<file path="src/rtl/halt_ctrl.sv">
//------------------------------------------------------------------------------
// halt_ctrl : pipeline halt/resume controller owning the decode-stage enable.
// Rev 1.0
//------------------------------------------------------------------------------
`default_nettype none

module halt_ctrl #(
    parameter int BOOT_CYCLES   = 2,
    parameter int INFLIGHT_W    = 6,
    parameter int DRAIN_TIMEOUT = 255
) (
    input  logic                  clk,
    input  logic                  rst,
    input  logic                  halt_req,
    input  logic                  issue_fire,
    input  logic                  retire_fire,
    input  logic                  flush,
    output logic                  id_en,
    output logic                  halted,
    output logic                  drain_timeout,
    output logic [INFLIGHT_W-1:0] inflight_cnt
);

    localparam int c_BOOT_W = (BOOT_CYCLES > 1) ? $clog2(BOOT_CYCLES) : 1;
    localparam int c_TMR_W  = (DRAIN_TIMEOUT > 1) ? $clog2(DRAIN_TIMEOUT) : 1;
    localparam logic [c_BOOT_W-1:0]   c_BOOT_LAST = c_BOOT_W'(BOOT_CYCLES - 1);
    localparam logic [c_TMR_W-1:0]    c_TMR_LAST  = c_TMR_W'(DRAIN_TIMEOUT - 1);
    localparam logic [INFLIGHT_W-1:0] c_CNT_MAX   = '1;

    typedef enum logic [2:0] {
        S_BOOT   = 3'd0,
        S_RUN    = 3'd1,
        S_DRAIN  = 3'd2,
        S_HALTED = 3'd3,
        S_RESUME = 3'd4
    } state_t;

    state_t                r_state;
    state_t                w_state_nxt;
    logic                  r_id_en;
    logic                  w_id_en_nxt;
    logic                  r_halted;
    logic                  w_halted_nxt;
    logic                  r_dto;
    logic                  w_dto_nxt;
    logic [c_BOOT_W-1:0]   r_boot_cnt;
    logic [c_BOOT_W-1:0]   w_boot_nxt;
    logic [c_TMR_W-1:0]    r_timer;
    logic [c_TMR_W-1:0]    w_timer_nxt;
    logic [INFLIGHT_W-1:0] r_cnt;
    logic [INFLIGHT_W-1:0] w_cnt_nxt;
    logic                  w_inc;

    // Issues only count while decode is enabled; simultaneous issue+retire nets to zero.
    assign w_inc = issue_fire & r_id_en;

    always_comb begin
        w_cnt_nxt = r_cnt;
        if (flush) begin
            w_cnt_nxt = '0;
        end else if (w_inc && !retire_fire) begin
            if (r_cnt != c_CNT_MAX) begin
                w_cnt_nxt = r_cnt + 1'b1;
            end
        end else if (!w_inc && retire_fire) begin
            if (r_cnt != '0) begin
                w_cnt_nxt = r_cnt - 1'b1;
            end
        end
    end

    always_comb begin
        w_state_nxt  = r_state;
        w_id_en_nxt  = r_id_en;
        w_halted_nxt = r_halted;
        w_dto_nxt    = r_dto;
        w_boot_nxt   = r_boot_cnt;
        w_timer_nxt  = r_timer;
        case (r_state)
            S_BOOT: begin
                if (r_boot_cnt == c_BOOT_LAST) begin
                    if (halt_req) begin
                        w_state_nxt  = S_HALTED;
                        w_halted_nxt = 1'b1;
                    end else begin
                        w_state_nxt = S_RUN;
                        w_id_en_nxt = 1'b1;
                    end
                end else begin
                    w_boot_nxt = r_boot_cnt + 1'b1;
                end
            end
            S_RUN: begin
                if (halt_req) begin
                    w_state_nxt = S_DRAIN;
                    w_id_en_nxt = 1'b0;
                    w_timer_nxt = '0;
                end
            end
            S_DRAIN: begin
                w_timer_nxt = r_timer + 1'b1;
                // Abort beats completion, completion beats timeout.
                if (!halt_req) begin
                    w_state_nxt = S_RUN;
                    w_id_en_nxt = 1'b1;
                end else if (w_cnt_nxt == '0) begin
                    w_state_nxt  = S_HALTED;
                    w_halted_nxt = 1'b1;
                end else if (r_timer == c_TMR_LAST) begin
                    w_state_nxt  = S_HALTED;
                    w_halted_nxt = 1'b1;
                    w_dto_nxt    = 1'b1;
                end
            end
            S_HALTED: begin
                if (!halt_req) begin
                    w_state_nxt  = S_RESUME;
                    w_halted_nxt = 1'b0;
                end
            end
            S_RESUME: begin
                w_state_nxt = S_RUN;
                w_id_en_nxt = 1'b1;
            end
            default: begin
                w_state_nxt  = S_BOOT;
                w_id_en_nxt  = 1'b0;
                w_halted_nxt = 1'b0;
            end
        endcase
    end

    always_ff @(posedge clk or negedge rst) begin
        if (!rst) begin
            r_state    <= S_BOOT;
            r_id_en    <= 1'b0;
            r_halted   <= 1'b0;
            r_dto      <= 1'b0;
            r_boot_cnt <= '0;
            r_timer    <= '0;
            r_cnt      <= '0;
        end else begin
            r_state    <= w_state_nxt;
            r_id_en    <= w_id_en_nxt;
            r_halted   <= w_halted_nxt;
            r_dto      <= w_dto_nxt;
            r_boot_cnt <= w_boot_nxt;
            r_timer    <= w_timer_nxt;
            r_cnt      <= w_cnt_nxt;
        end
    end

    assign id_en         = r_id_en;
    assign halted        = r_halted;
    assign drain_timeout = r_dto;
    assign inflight_cnt  = r_cnt;

endmodule

`default_nettype wire

</file>
<file path="config.mk">
export PLATFORM = sky130hd
export DESIGN_NAME = halt_ctrl
export DESIGN_NICKNAME = d
export VERILOG_FILES = /design/src/rtl/halt_ctrl.sv
export SDC_FILE = /design/constraint.sdc
export NUM_CORES = 1
export LEC_CHECK = 0
export CAP_MARGIN = 10
export CORE_ASPECT_RATIO = 0.8
export CORE_MARGIN = 4
export CORE_UTILIZATION = 40
export CTS_BUF_LIST = sky130_fd_sc_hd__clkbuf_2 sky130_fd_sc_hd__clkbuf_4 sky130_fd_sc_hd__clkbuf_8
export DETAILED_ROUTE_END_ITERATION = 8
export SETUP_SLACK_MARGIN = 0.5
export SYNTH_ARGS = -nofsm -noshare
export SYNTH_HDL_FRONTEND = slang
export SYNTH_SLANG_ARGS = --single-unit
</file>
<file path="constraint.sdc">
create_clock -name clk -period 3.5 [get_ports clk]
set_clock_uncertainty 0.1 [all_clocks]
set_input_delay 0.35 -clock clk [delete_from_list [all_inputs] [get_ports clk]]
set_output_delay 0.35 -clock clk [all_outputs]
set_load 0.02 [all_outputs]
</file>
======== Word level (Yosys, flattened, before mapping) ========
Cells that the tools add are included.
storage, ports and cells
  output and inout port bits .............. 9
  input bits .............................. 6
  bits in registers ....................... 21
  logic and storage cells ................. 69
operators by class
  add/sub/neg operators ................... 4
  eq/ne operators ......................... 13
  multiplexer cells ....................... 27
  bitwise gates (word level) .............. 4
  reductions and logical operators ........ 14
operators with widths
  operator                                                            count
  6-bit 2-to-1 mux                                                    5
  3-bit 2-to-1 mux                                                    6
  8-bit one-hot mux with 2 select lines                               1
  3-bit one-hot mux with 5 select lines                               1
  1-bit 2-to-1 mux                                                    10
  2-bit != test, second input constant                                5
  8-bit by 1-bit adder with 8-bit output, second input constant       1
  8-bit == test, second input constant                                1
  8-bit 2-to-1 mux                                                    1
  4-bit AND reduction                                                 2
  6-bit by 1-bit adder with 6-bit output, second input constant       1
  3-bit by 2-bit == test with 1-bit output, second input constant     2
  6-bit logical NOT                                                   1
  6-bit != test, second input constant                                1
  6-bit AND reduction                                                 1
  6-bit nonzero test                                                  1
  6-bit by 1-bit subtractor with 6-bit output, second input constant  1
  1-bit one-hot mux with 5 select lines                               1
  4-bit != test, second input constant                                1
  1-bit one-hot mux with 4 select lines                               1
  3-bit by 1-bit == test with 1-bit output, second input constant     1
  3-bit == test, second input constant                                1
  3-bit logical NOT                                                   1
  3-bit != test, second input constant                                1
  10 further kinds                                                    14

======== Depth between registers and ports, before layout ========
  depth after elaboration ................. 10
  mapped depth ............................ 8
  mapped depth without buffers ............ 8

======== Worst setup path after synthesis ========
OpenSTA, ideal clock, no wires.
  path kind ............................... reg2reg
  start point ............................. register r_cnt[0], in the netlist inflight_cnt[0]
  end point ............................... register r_halted, in the netlist halted
  clock period less this slack ............ 2358 ps
  data arrival time ....................... 2129 ps
  buffers on the path ..................... 0
  data required time ...................... 3271 ps
  cell stages (with the launch flop) ...... 9
  path slack .............................. 1142 ps
  path through ............................ dfrtp_1 inv_1 ha_1 nor3b_2 a21boi_4 nor2_2 o32a_1 and3_4 o41a_1
between the ends
  cells in the longest elaborated chain, start to end .. 9
  elaborated cells between the ends (all ways) .. 15
  those cells by class .................... add/sub (2); eq/ne (2); mux (8); reduce/logical (3)
RTL lines
  element                                                                            RTL line  source
  start, declared                                                                    50        logic [INFLIGHT_W-1:0] r_cnt;
  start signal, assigned                                                             149       r_cnt <= w_cnt_nxt;
  6-bit by 1-bit subtractor with 6-bit output or 6-bit nonzero test (tied branches)  67, 66
  6-bit 2-to-1 mux                                                                   66        if (r_cnt != '0) begin
  6-bit 2-to-1 mux                                                                   65        end else if (!w_inc && retire_fire) begin
  6-bit 2-to-1 mux (*)                                                               61        end else if (w_inc && !retire_fire) begin
  6-bit 2-to-1 mux (*)                                                               59        if (flush) begin
  6-bit logical NOT (*)                                                              106       end else if (w_cnt_nxt == '0) begin
  1-bit 2-to-1 mux                                                                   106
  1-bit 2-to-1 mux                                                                   103       if (!halt_req) begin
  1-bit one-hot mux with 4 select lines                                              79        case (r_state)
  end signal, assigned                                                               145       r_halted <= w_halted_nxt;
  end, declared                                                                      42        logic r_halted;
Mark *: on every way between the ends. The rest lies on a longest branch, timed or not. The select of a mux whose other input is x is not followed.
A chain may end at the register's enable or synchronous reset.

======== Worst setup path after layout ========
Same ends and word-level chain as after synthesis.

==> flow_summary.yaml <==
power_and_ir_drop:
  power_density_mw_per_mm2: 793
  p_leak_uw: 0.000651
  vdd_drop_max_uv: 264
timing:
  grt_setup_unrepaired: "false"
  finalSetupTns_ns: 0
  finalMaxSlewViolations: 0
  tightestPinTransition_ns: 0.927
  hold_viol: 0
  setup_violations: 0
  period_share: 0.704
  max_freq_ghz: 0.406
  post-route-min-period_ns: 2.46
  slew_headroom: 0.380
logic_synthesis:
  avgSynthCellArea_um2: 8.60
  ys.flop_type: "dfrtp_1"
  mappedNetlistArea_mm2: 0.00147
  async_flop_share: 1.00
  ys_seq_area_frac: 0.357
  synth_nets: 182
  synth_edf_count: 0
  netlist_instances: 171
  synthAdderAreaFrac: 0.0425
  synth_top_family_by_area: "simple AND/OR/NAND/NOR gates"
  synth_mux_area_frac: 0.0136
  synth_warnings: 0
  ys_seq_elements: 21
  synthDistinctLibCells: 53
  synth_xor_area_frac: 0.0179
  synthSimpleGateAreaFrac: 0.290
  synth_compound_area_frac: 0.220
route:
  via_per_inst: 5.83
  vias: 1300
  route.detailed.drc: 0
  drt-pass1-iter-count: 5
  routedWlPerCell_um: 14.6
  wl_um: 3260
  dr.first_iter.drc_count: 122
  detail-route-antenna-nets: 0
critical_path:
  path_max_fanout: 6
  startpoint_type: "flop"
  reg2reg_to: "halted$_DFFE_PN0P_"
  cpPeakStageDelay_ns: 0.46
  rrSetupSlack_ns: 1.04
  timing.rr.start: "inflight_cnt[0]$_DFF_PN0_"
  end_kind: "flop"
  rr_worst_depth: 8
  critPathKind: "flop to flop"
  path_cells: "inv_1, ha_1, nor3b_2, a21boi_4, nand2b_2, o32a_1, and3_4, o41a_1"
  arrival_ns: 2.51
  cp_slowest_cell: "dfrtp_1"
  required_ns: 3.55
min_path:
  holdPathStages: 1
  hp-class: "flop to flop"
  min_from: "r_timer[6]$_DFFE_PN0P_"
  hold_path_end: "r_timer[6]$_DFFE_PN0P_"
cells_and_area:
  area_growth_pct: 12.8
  final_cell_mix: "nor2_1, dfrtp_1, clkdlybuf4s50_1, nand2_1, o21ai_0"
  drive_gt1_frac: 0.105
  fin_cells: 223
  post-route-util: 0.475
  fin_nets: 193
  antenna_cells: 0
  fill_cells: 344
  final_common_cell: "nor2_1"
clock_network:
  cts_buffers: 3
  clockBufferDepth: 2
  cts.sinks: 21
  htree_levels: 1
  root_buffer: "clkbuf_8"
  clkLatencyLatePin_ns: 0.26
  clk_pin_slew_ns: 0.08
  cts_resized: 0
  ctsHoldBuffers: 0
  post-cts-setup-buffer-count: 0
  tritoncts: "yes"
placed_design:
  gp_congestion: 0.792
  io_buffers: 14
  dp.cells: 219
  dpl.hpwl_um: 2420
global_route:
  antenna_found_initial: 0
  grt_usage: 0.144
  grt_pass1_wl_um: 5410
  grt_max_degree: 22
  gr-total-overflow: 0
  grt_pass1_vias: 1120
floorplan:
  row_count: 19
  dieArea_mm2: 0.00472
  chipHeight_um: 62.2
  fp.coreArea_mm2: 0.00349
  die_w_um: 75.8
  initial_core_util: 0.421
  ios: 15
flow_run:
  drv_cap: 0
status:
  status: "completed"
==> power by group <==
part           internal (uW)  switching (uW)  total, uW
registers                302             140        441
clock network           80.5            86.1        167
logic                    338             370        708
==> cell usage after synthesis (2+ instances only) <==
| cell type | count | area [um^2] |
|---|---|---|
| nor3b_1 | 3 | 22.5 |
| a21oi_1 | 6 | 30.0 |
| and2_1 | 3 | 18.8 |
| or4_1 | 2 | 15.0 |
| o21ai_1 | 5 | 25.0 |
| nand2_1 | 12 | 45.0 |
| ha_1 | 5 | 62.6 |
| clkbuf_1 | 3 | 11.3 |
| buf_6 | 2 | 22.5 |
| buf_4 | 2 | 15.0 |
| nand2b_1 | 2 | 12.5 |
| o21ai_0 | 10 | 50.1 |
| nor3_1 | 8 | 40.0 |
| nand4_1 | 4 | 25.0 |
| a31oi_1 | 5 | 31.3 |
| nand3_1 | 8 | 40.0 |
| nor2_1 | 22 | 82.6 |
| inv_1 | 9 | 33.8 |
| xnor2_1 | 2 | 17.5 |
| mux2i_1 | 2 | 20.0 |
| dfrtp_1 | 21 | 526 |
| a211oi_1 | 4 | 30.0 |
==> logic make-up after synthesis <==
logic type / count (synthesis)
fa+ha+maj: 5
flops: 21
buf+inv: 17
simple gates: 79
compound gates: 44
xor+xnor: 3
mux: 2
==> how the worst max path moves through the flow <==
stage	start	cells after the start	slack (ns)	end
final	inflight_cnt[0]$_DFF_PN0_	8	1.04	halted$_DFFE_PN0P_
after global routing	inflight_cnt[0]$_DFF_PN0_	8	0.84	halted$_DFFE_PN0P_
after CTS	inflight_cnt[0]$_DFF_PN0_	8	1.03	halted$_DFFE_PN0P_
after detailed placement	retire_fire	7	0.91	halted$_DFFE_PN0P_
after global placement	retire_fire	7	0.98	halted$_DFFE_PN0P_
after floorplan	inflight_cnt[0]$_DFF_PN0_	8	1.14	halted$_DFFE_PN0P_
==> state kept, by name, summed over array words and instances, names as in the netlist <==
name	count
r_state	3
id_en	1
halted	1
r_boot_cnt	1
drain_timeout	1
inflight_cnt	6
r_timer	8
==> final cells by class <==
cell class              instances  area, um^2  share of cell area
clock buffers                   3        41.3              0.0249
clock inverters                 1        7.51             0.00452
inverters                       9        33.8              0.0203
multi-input cells             133         860               0.518
flip-flops and latches         21         526               0.317
well taps                      42        52.6              0.0317
repair buffers                 14         140              0.0844
==> critical path, delay by kind of cell, from the launching register on <==
kind,cells,cell delay [ns]
buffers and inverters,1,0.21
flip-flops,1,0.46
adder cells (fa/ha/maj),1,0.23
AO/OA/AOI/OAI,3,0.66
AND/OR/NAND/NOR,3,0.70
==> per-layer routing <==
layer	vias to the layer above	global-route usage	wire [um]
li1	638	-	-
met1	630	0.223	1660
met3	2	0.0403	167
met5	-	0	0
met4	0	0.0328	12
met2	30	0.193	1420
==> through the flow <==
step | total power, uW | setup WS (ns) | area [um^2] | hold WS (ns)
after detailed placement | 1150 | 0.912 | 1610 | 0.374
after global placement | 1140 | 0.981 | 1610 | 0.367
after floorplan | 971 | 1.14 | 1470 | -0.0456
after global routing | 1440 | 0.841 | 1660 | 0.412
after CTS | 1320 | 1.03 | 1660 | 0.390
final | 1320 | 1.04 | 1660 | 0.386
Power figures use the tool's default switching activity.
